`src/rtl/memory_8bit.sv`:
```
// Single-port synchronous RAM with a post-reset clear sweep.
// After reset every location is written to zero, one per clock, before the
// array accepts accesses. Each READY edge performs one registered read or
// write-first write; `done` marks that `q` holds the result of an access.
module memory_8bit #(
    parameter int unsigned ADDR_W = 8,
    parameter int unsigned DATA_W = 8
) (
    input  logic              clock,
    input  logic              reset,
    input  logic [ADDR_W-1:0] a,
    input  logic [DATA_W-1:0] w,
    input  logic              enable,
    output logic [DATA_W-1:0] q,
    output logic              done
);

    localparam int unsigned DEPTH = 2 ** ADDR_W;

    typedef enum logic [0:0] {
        StClear,
        StReady
    } state_t;

    state_t             state_q, state_d;
    logic [ADDR_W-1:0]  clr_ptr_q, clr_ptr_d;
    logic [DATA_W-1:0]  q_d;
    logic               done_d;

    // Single write port shared by the clear sweep and normal writes.
    logic               mem_we;
    logic [ADDR_W-1:0]  mem_waddr;
    logic [DATA_W-1:0]  mem_wdata;

    logic [DATA_W-1:0]  mem [DEPTH];

    // Next-state, output and write-port decode.
    always_comb begin
        state_d   = state_q;
        clr_ptr_d = clr_ptr_q;
        q_d       = q;
        done_d    = done;
        mem_we    = 1'b0;
        mem_waddr = a;
        mem_wdata = w;
        unique case (state_q)
            StClear: begin
                // Access inputs are ignored while the array is being cleared.
                mem_we    = 1'b1;
                mem_waddr = clr_ptr_q;
                mem_wdata = '0;
                clr_ptr_d = clr_ptr_q + {{(ADDR_W-1){1'b0}}, 1'b1};
                q_d       = '0;
                done_d    = 1'b0;
                if (clr_ptr_q == {ADDR_W{1'b1}}) begin
                    state_d = StReady;
                end
            end
            StReady: begin
                done_d = 1'b1;
                if (enable) begin
                    mem_we = 1'b1;
                    q_d    = w;       // write-first: new data shows on q
                end else begin
                    q_d    = mem[a];  // contents before this edge
                end
            end
            default: begin
                state_d = StClear;
            end
        endcase
    end

    // Control state and output registers; reset restarts the sweep.
    always_ff @(posedge clock) begin
        if (reset) begin
            state_q   <= StClear;
            clr_ptr_q <= '0;
            q         <= '0;
            done      <= 1'b0;
        end else begin
            state_q   <= state_d;
            clr_ptr_q <= clr_ptr_d;
            q         <= q_d;
            done      <= done_d;
        end
    end

    // Storage array; reset suppresses any write on that edge.
    always_ff @(posedge clock) begin
        if (!reset && mem_we) begin
            mem[mem_waddr] <= mem_wdata;
        end
    end

endmodule

```
`config.mk`:
```
export PLATFORM = sky130hd
export DESIGN_NAME = memory_8bit
export DESIGN_NICKNAME = d
export VERILOG_FILES = /design/src/rtl/memory_8bit.sv
export SDC_FILE = /design/constraint.sdc
export NUM_CORES = 2
export LEC_CHECK = 0
export CORE_MARGIN = 2
export CORE_UTILIZATION = 50
export CTS_CLUSTER_SIZE = 24
export DETAILED_ROUTE_END_ITERATION = 8
export PLACE_DENSITY = 0.65
export SLEW_MARGIN = 20
export SYNTH_ARGS = -nofsm -noshare
export SYNTH_HDL_FRONTEND = slang
export SYNTH_SLANG_ARGS = --single-unit
```
`constraint.sdc`:
```
create_clock -name clock -period 6.9 [get_ports clock]
set_clock_uncertainty 0.05 [all_clocks]
set_input_delay 1.035 -clock clock [delete_from_list [all_inputs] [get_ports clock]]
set_output_delay 1.035 -clock clock [all_outputs]
set_load 0.05 [all_outputs]
```
==> results.md <==
- Post-layout nets: 4133
- Hold_ws: 0.509 ns
- Post-CTS sizing: 0
- Vias in the first global route: 40.5k
- Hold Vio Cnt, Final: 0
- Area after DPL: 83000 um^2
- Synthesis-to-layout area growth: 11.4%
- Initial core utilization: 0.503
- Setup ws final: 2.10 ns
- Htree depth: 4
- Hold Path Class: flop to flop
- CP Capture Type: flop
- Top post-synthesis cells by area: edfxtp_1 (76%), mux4_2 (10%), mux2i_1 (3.7%)
- # setup viols final: 0
- CP max FO: 21
- Met2 usage: 0.387
- Sequential-to-total area share from yosys stat: 0.767
- Placed Cells: 6064
- Core Region: 160000 um^2
- Total power: 25.5 mW
- CTS Sinks: 2066
- Netlist cell types: 70
- Slew Viols, Final: 0
- Estimated wirelength of the detail-placed design: 130000 um
- Global Route met1 Usage: 0.372
- Final GP Congestion: 0.912
- Synth Area per Inst: 20.0 um^2
- Number of max-cap violations: 0
- Fraction of layout cells with a size suffix above 1: 0.186
- Die Height: 406 um
- IO buf count: 27
- Root buffer cell: clkbuf_16
- Synth Net Count: 4043
- Ys Warns: 0
- RSZ-0062 raised after global routing: no
- Wire per inst: 32.8 um
- Leak: 32.2 nW
- TNS Setup: 0 ns
- CTS Buffer Depth: 3
- Worst-Margin Slew: 1.35 ns
- Final antenna-violating net count: 0
- Number of DRC markers in iteration 0: 5725
- Post-CTS Setup Bufs: 0
- GRT overflow: 0
- Req. time, crit path: 7.59 ns
- # hold bufs at CTS: 0
- Worst EP arrival: 5.49 ns
- Skew-Pair Late Insertion Delay: 0.85 ns
- CTS buffer count: 204
- Pre-CTS WS: 1.66 ns
- Setup crit start kind: primary input
- WS Path Type: primary input to flop
- FP Rows: 147
- Flops & latches, synth: 2066
- Peak VDD IR: 0.297 mV
- Worst-path clk slew: 0.06 ns
- Gr usage total: 0.260
- Pre-Repair DR Iteration Count: 7
- IO Pins: 28
- Async set-reset flop share out of synthesis: 0
- Largest net degree at the start of global routing: 257
- Top cells by count, synth: edfxtp_1 (2048), mux4_2 (364), nor2_1 (312), mux2i_1 (302), nand2_1 (125)
- Fmax: 208 MHz
- Via count: 41.2k
- Post-route DRC: 0
- Cell area after synthesis: 80600 um^2
- Post-synth EDFFs: 2048
- Max-slew headroom: 0.0799
- Drt total wl: 212000 um
- Fin crit share: 0.695
- Pwr Density: 283 nW/um^2
- Layout fillers: 12.1k
- First-pass GRT wire length: 301000 um
- Most common cell in the netlist: edfxtp_1
- Routed vias/inst: 6.38
- Die ar.: 164000 um^2
- Post-synthesis cell count: 4023
- Chip width: 406 um
- Top Usage Layer GRT: met2
- Final Util: 0.560
- CTS tree: built
- Status: finished clean
- Top FF cell, synth: edfxtp_1
- Synth area leader: edfxtp_1
- Non-Filler Instances: 6451
- Antenna violations before repair: 5
- Synth top area share: 0.763
- Routing usage on met3: 0.0686
- Post-route cell area: 89800 um^2
- Period minus WS final: 4.80 ns
-- logic make-up after synthesis --
logic type / count (synthesis) / synth area share
compound gates: 445 / 0.0392
xor+xnor: 4 / 0.000435
fa+ha+maj: 1 / 0.000155
buf+inv: 249 / 0.0194
flops: 2066 / 0.767
mux: 679 / 0.143
simple gates: 579 / 0.0307
-- sequential cells by signal (all words and copies together), names as in the netlist --
name / flops
done: 1
q: 8
state_q: 1
clr_ptr_q: 8
mem: 2048
-- worst max-delay path, stage by stage --
cell and delay, ns:
clkdlybuf4s50_1 0.97, nor2b_1 0.68, nand2_1 0.76, a2111oi_0 1.30, nor4_1 0.36, a221o_1 0.36
-- power by group --
part | switching (mW) | internal, mW
registers | 0.00466 | 13.6
logic | 0.508 | 0.246
clock network | 4.80 | 6.32
total | 5.31 | 20.2
-- cells in the final DEF (no fill, tap or decap), types with 9 or more instances in the layout --
cell type	n
edfxtp_1	2048
mux4_2	364
nor2_1	307
mux2i_1	302
clkbuf_16	206
nand2_1	124
o22ai_1	106
buf_4	81
a22oi_1	67
o221ai_1	57
a21oi_1	54
a211oi_1	49
nand3_1	46
clkbuf_1	44
clkinv_2	43
clkinv_1	34
o21ai_0	27
clkdlybuf4s50_1	23
bufinv_16	19
nor3_1	18
a2111oi_0	17
dfxtp_1	17
buf_12	15
and2_1	13
a31oi_1	13
mux4_1	11
nand4_1	10
nand2b_1	9
or3_1	9
clkbuf_8	9
-- final cells by class --
cell class	instances	area, um^2	share of cell area
flip-flops and latches	2066	61900	0.689
multi-input cells	1708	17300	0.192
clock buffers	259	5440	0.0606
well taps	2160	2700	0.0301
clock inverters	120	1270	0.0142
repair buffers	123	1220	0.0136
inverters	10	40.0	0.000446
diodes	5	12.5	0.000139
-- layer usage --
| metal | share of wire | routed length, um |
|---|---|---|
| met5 | 0.00016 | 34 |
| met4 | 0.036 | 7550 |
| met3 | 0.11 | 23200 |
| met2 | 0.46 | 97000 |
| met1 | 0.40 | 83900 |
-- worst paths after layout --
kind | start | endpoint | slack [ns] | cells past startpoint
hold / removal | clr_ptr_q[6] | clr_ptr_q[6] | 0.51 | 2
setup / recovery | a[5] | q[4] | 2.10 | 6
hold reg to reg | clr_ptr_q[6] | clr_ptr_q[6] | 0.51 | 2
setup reg to reg | state_q | mem[54][2] | 2.93 | 5
Power figures use the tool's default switching activity.
